**src/rtl/pwm_dac_gen.sv**
```systemverilog
// Sigma-delta dithered PWM: 8-bit duty per 256-clock period, 16-period frame adds S[k] extra high clock.
// One-cycle registered output; cfg_i is sampled only at frame boundaries, and sync_i forces a restart.
module pwm_dac_gen #(
  parameter int CCW  = 24,
  parameter int FULL = 255
) (
  input  logic           clk_i,
  input  logic           rst_i,
  input  logic [CCW-1:0] cfg_i,
  input  logic           sync_i,
  output logic           pwm_o,
  output logic           frame_o,
  output logic [3:0]     bcnt_o
);

  localparam logic [7:0] FULL_C = 8'(FULL);

  logic [7:0]  vcnt_q, vcnt_d;
  logic [3:0]  bcnt_q, bcnt_d;
  logic [7:0]  v_q, v_d;
  logic [15:0] s_q, s_d;
  logic [8:0]  thr_q, thr_d;
  logic        pwm_q, pwm_d;
  logic        frame_q, frame_d;
  logic [3:0]  bnext;

  always_comb begin
    vcnt_d  = vcnt_q;
    bcnt_d  = bcnt_q;
    v_d     = v_q;
    s_d     = s_q;
    thr_d   = thr_q;
    frame_d = 1'b0;
    bnext   = bcnt_q + 4'd1;
    pwm_d   = ({1'b0, vcnt_q} < thr_q);

    if (sync_i) begin
      // Park just before a frame boundary; the next non-sync edge latches cfg_i.
      vcnt_d = FULL_C;
      bcnt_d = 4'hF;
    end else begin
      vcnt_d = (vcnt_q == FULL_C) ? 8'd0 : vcnt_q + 8'd1;
      if (vcnt_q == FULL_C) begin
        bcnt_d = bnext;
        if (bcnt_q == 4'hF) begin
          v_d     = cfg_i[CCW-1 -: 8];
          s_d     = cfg_i[15:0];
          thr_d   = {1'b0, cfg_i[CCW-1 -: 8]} + {8'd0, cfg_i[0]};
          frame_d = 1'b1;
        end else begin
          thr_d = {1'b0, v_q} + {8'd0, s_q[bnext]};
        end
      end
    end
  end

  always_ff @(posedge clk_i) begin
    if (rst_i) begin
      vcnt_q  <= FULL_C;
      bcnt_q  <= 4'hF;
      v_q     <= 8'd0;
      s_q     <= 16'd0;
      thr_q   <= 9'd0;
      pwm_q   <= 1'b0;
      frame_q <= 1'b0;
    end else begin
      vcnt_q  <= vcnt_d;
      bcnt_q  <= bcnt_d;
      v_q     <= v_d;
      s_q     <= s_d;
      thr_q   <= thr_d;
      pwm_q   <= pwm_d;
      frame_q <= frame_d;
    end
  end

  assign pwm_o   = pwm_q;
  assign frame_o = frame_q;
  assign bcnt_o  = bcnt_q;

endmodule

```
**config.mk**
```make
export PLATFORM = sky130hd
export DESIGN_NAME = pwm_dac_gen
export DESIGN_NICKNAME = d
export VERILOG_FILES = /design/src/rtl/pwm_dac_gen.sv
export SDC_FILE = /design/constraint.sdc
export NUM_CORES = 1
export LEC_CHECK = 0
export CORE_ASPECT_RATIO = 0.75
export CORE_MARGIN = 4
export CORE_UTILIZATION = 52
export DETAILED_ROUTE_END_ITERATION = 12
export DONT_BUFFER_PORTS = 1
export GPL_ROUTABILITY_DRIVEN = 0
export PLACE_DENSITY = 0.75
export SLEW_MARGIN = 30
export SYNTH_ARGS = -nofsm -noshare
export SYNTH_HDL_FRONTEND = slang
export SYNTH_SLANG_ARGS = --single-unit
export TNS_END_PERCENT = 50
```
**constraint.sdc**
```tcl
create_clock -name clk_i -period 7.9 [get_ports clk_i]
set_input_delay 0.79 -clock clk_i [delete_from_list [all_inputs] [get_ports clk_i]]
set_output_delay 0.79 -clock clk_i [all_outputs]
set_load 0.005 [all_outputs]
```
==> impl_results.md <==
- CP Data Arrival Time: 3.30 ns
- Post-layout nets: 321
- Register bit count reported by yosys: 47
- Pins over their slew limit: 0
- Setup violations, final: 0
- Worst slew margin relative to its limit: 52.3%
- Required time of the worst setup path: 8.10 ns
- Share of post-route cells with drive strength above 1: 14.2%
- Count of cells resized by post-cts repair: 0
- Count of vias placed by the detailed router: 2,070
- Port bufs: 0
- Height of the chip: 70.9 um
- Reg-to-Reg End: thr_q[4]$_SDFFE_PP0N_
- Final routed DRC violation total: 0
- Post-DP HPWL: 4.00 mm
- GR Util All Layers: 18.0%
- Average instance area after synthesis: 9.42 um^2
- Final standard cell utilization of the core: 56.7%
- Pre-antenna DRT Iters: 4
- Worst-case clock buffer depth: 2
- Cells after DPL: 346
- End point of the critical path: thr_q[4]$_SDFFE_PP0N_
- Pwr/cell area: 229 nW/um^2
- Warnings from Yosys: 0
- Synth area leaders: sky130_fd_sc_hd__dfxtp_1 (34%), sky130_fd_sc_hd__nand4b_1 (7.7%), sky130_fd_sc_hd__nand2b_1 (7.1%), sky130_fd_sc_hd__o21ai_2 (6.4%), sky130_fd_sc_hd__ha_1 (5.9%)
- Clock tree root buffer cell: sky130_fd_sc_hd__clkbuf_8
- Top cell type's share of synthesized area: 34.3%
- Unrepaired setup endpoints after global routing: no
- Maximum clock skew at final layout: 0.00782 ns
- Die extent in x: 91.9 um
- CTS Hold Bufs: 0
- Number of post-CTS setup repair buffers: 0
- FF-to-FF Start: bcnt_o[0]$_SDFFE_PP1N_
- Setup_tns: 0 ns
- Synthesized netlist cell count: 291
- Top fanout value on the critical path: 8
- Setup slack at placement: 4.81 ns
- Sink Count: 47
- Number of flops mapped to enable cells by yosys: 0
- Antenna Cells: 0
- Library cell with the largest summed area after synthesis: sky130_fd_sc_hd__dfxtp_1
- Most frequent standard cell in the layout excluding fill and tap cells: sky130_fd_sc_hd__dfxtp_1
- Startpoint of the worst setup timing path: bcnt_o[0]$_SDFFE_PP1N_
- Result of the run: completed
- CP Capture Type: flop
- Number of global-route vias before repair: 1,939
- Critical Setup Path Class: flop to flop
- Worst hold slack: 0.471 ns
- Number of hold-slack violations in the final timing report: 0
- R2R Setup Slk: 4.80 ns
- Core area: 5010 um^2
- Clock period minus final worst setup slack: 3.10 ns
- Standard-cell row count: 22
- Leak: 0.983 nW
- Placement Cell Area: 2710 um^2
- Maximum Capacitance Violations: 0
- Average wire length per cell after detail routing: 16.1 um
- TritonCTS clock tree: done
- Number of cell instances on the worst register-to-register path: 9
- Area of the die: 6510 um^2
- Share of flip-flops with an asynchronous set or reset: 0%
- Final setup margin: 4.80 ns
- Remaining antenna violation count: 0
- Level count of the clock H-tree: 2
- Hold WC Path Type: flop to flop
- Commonest cells after routing, fill and taps aside: sky130_fd_sc_hd__dfxtp_1 (47), sky130_fd_sc_hd__nand2b_1 (31), sky130_fd_sc_hd__nand4b_1 (24)
- Starting density of the core: 54.7%
- Synth Cell Area: 2740 um^2
- Post-synthesis cell type count: 44
- Mapped Nets: 331
- Vias per cell: 5.85
- Number of antenna violations at the first check in global routing: 0
- Largest voltage drop on the vdd net: 0.121 mV
- Total clock buffers created by CTS: 5
- Count of non-filler cells in the finished layout: 354
- Number of top-level design ports: 33
- Post-route standard cell area excluding fillers: 2840 um^2
- Nature of the critical path startpoint: flop
- Slew at the pin closest to its max-slew limit: 0.712 ns
- Achievable Freq: 0.323 GHz
- Clock latency of the later-clocked register in the worst-skew pair: 0.30 ns
- Worst-path clk slew: 0.09 ns
- Overall power of the completed layout: 651 uW
- Register area share after synthesis: 34.3%
- Sum of overflow across all layers after global routing: 0
- Number of violations reported at the end of detailed-routing iteration 0: 141
- First-pass GRT wire length: 9.47 mm
- Area overhead of the layout relative to synthesis: 3.56%
- Period utilization: 39.2%
- Main flop type after synthesis: sky130_fd_sc_hd__dfxtp_1
- Wirelength, routed: 5.69 mm
- Largest net degree at the start of global routing: 62
- Worst Hold Depth: 2
cell type report:
cell class / instances / area (um^2)
clock buffer: 6 / 72.6
clock inverter: 2 / 60.1
fill: 462 / 2170
inverter: 13 / 48.8
multi-input combinational: 211 / 1610
sequential: 47 / 941
tap: 72 / 90.1
timing repair buffer: 3 / 22.5
synth_stat cells, types with 2 or more instances:
master / n
sky130_fd_sc_hd__xor2_1: 4
sky130_fd_sc_hd__nand2_1: 18
sky130_fd_sc_hd__and4_1: 3
sky130_fd_sc_hd__nor2_1: 8
sky130_fd_sc_hd__inv_1: 13
sky130_fd_sc_hd__a31oi_1: 3
sky130_fd_sc_hd__o32ai_1: 4
sky130_fd_sc_hd__o21ai_2: 20
sky130_fd_sc_hd__buf_12: 2
sky130_fd_sc_hd__a211oi_1: 2
sky130_fd_sc_hd__clkbuf_1: 11
sky130_fd_sc_hd__nor4_1: 3
sky130_fd_sc_hd__o21a_1: 4
sky130_fd_sc_hd__dfxtp_1: 47
sky130_fd_sc_hd__ha_1: 13
sky130_fd_sc_hd__buf_2: 2
sky130_fd_sc_hd__nand4b_1: 24
sky130_fd_sc_hd__xnor2_1: 10
sky130_fd_sc_hd__nor3_1: 12
sky130_fd_sc_hd__nand3_1: 10
sky130_fd_sc_hd__nand4_1: 2
sky130_fd_sc_hd__a311oi_2: 2
sky130_fd_sc_hd__nand2b_1: 31
sky130_fd_sc_hd__a21oi_1: 4
sky130_fd_sc_hd__o21ai_0: 11
sky130_fd_sc_hd__and3_1: 2
sky130_fd_sc_hd__buf_6: 5
sky130_fd_sc_hd__mux4_2: 5
critical path, cell delays in order, from the launching register on:
cell and delay (ns):
sky130_fd_sc_hd__dfxtp_1 0.58, sky130_fd_sc_hd__ha_1 0.36, sky130_fd_sc_hd__mux4_2 0.52, sky130_fd_sc_hd__mux4_2 0.49
sky130_fd_sc_hd__ha_1 0.23, sky130_fd_sc_hd__ha_1 0.21, sky130_fd_sc_hd__nand3_1 0.16, sky130_fd_sc_hd__xnor2_1 0.14
sky130_fd_sc_hd__nor2_1 0.06, sky130_fd_sc_hd__o32ai_1 0.24
worst min-delay path by stage:
stage	start	end	slack, ns
after global routing	s_q[5]$_SDFFE_PP0P_	s_q[5]$_SDFFE_PP0P_	0.50
after detailed placement	thr_q[2]$_SDFFE_PP0N_	thr_q[2]$_SDFFE_PP0N_	0.46
after floorplan	s_q[0]$_SDFFE_PP0P_	s_q[0]$_SDFFE_PP0P_	0.44
after global placement	thr_q[2]$_SDFFE_PP0N_	thr_q[2]$_SDFFE_PP0N_	0.46
final	thr_q[2]$_SDFFE_PP0N_	thr_q[2]$_SDFFE_PP0N_	0.47
after CTS	thr_q[2]$_SDFFE_PP0N_	thr_q[2]$_SDFFE_PP0N_	0.47
metal layers:
metal  vias up  track usage [%]  wire [um]
li1       1046                -          -
met1       983             27.5       2910
met2        34             25.1       2420
met3         7             4.78        300
met4         0             4.45         61
met5         -                0          0
cells by family (layout without fill, tap and decap cells):
kind of cell / Yosys count / count (layout) / synth area share (%)
XOR/XNOR: 14 / 14 / 4.47
adder cells (fa/ha/maj): 13 / 13 / 5.93
flip-flops: 47 / 47 / 34.3
buffers and inverters: 33 / 24 / 7.16
AO/OA/AOI/OAI: 59 / 59 / 16.3
AND/OR/NAND/NOR: 119 / 119 / 27.3
multiplexers: 6 / 6 / 4.47
sequential cells by signal, summed over array words and instances, names as in the netlist:
register,flops
pwm_o,1
bcnt_o,4
s_q,16
vcnt_q,8
frame_o,1
thr_q,9
v_q,8
where the power goes:
group / switching [mW] / total [mW] / internal (mW)
Combinational: 0.0933 / 0.160 / 0.0664
Sequential: 0.0234 / 0.284 / 0.260
Clock: 0.0809 / 0.207 / 0.126
Total: 0.198 / 0.651 / 0.453
Power figures use the tool's default switching activity.
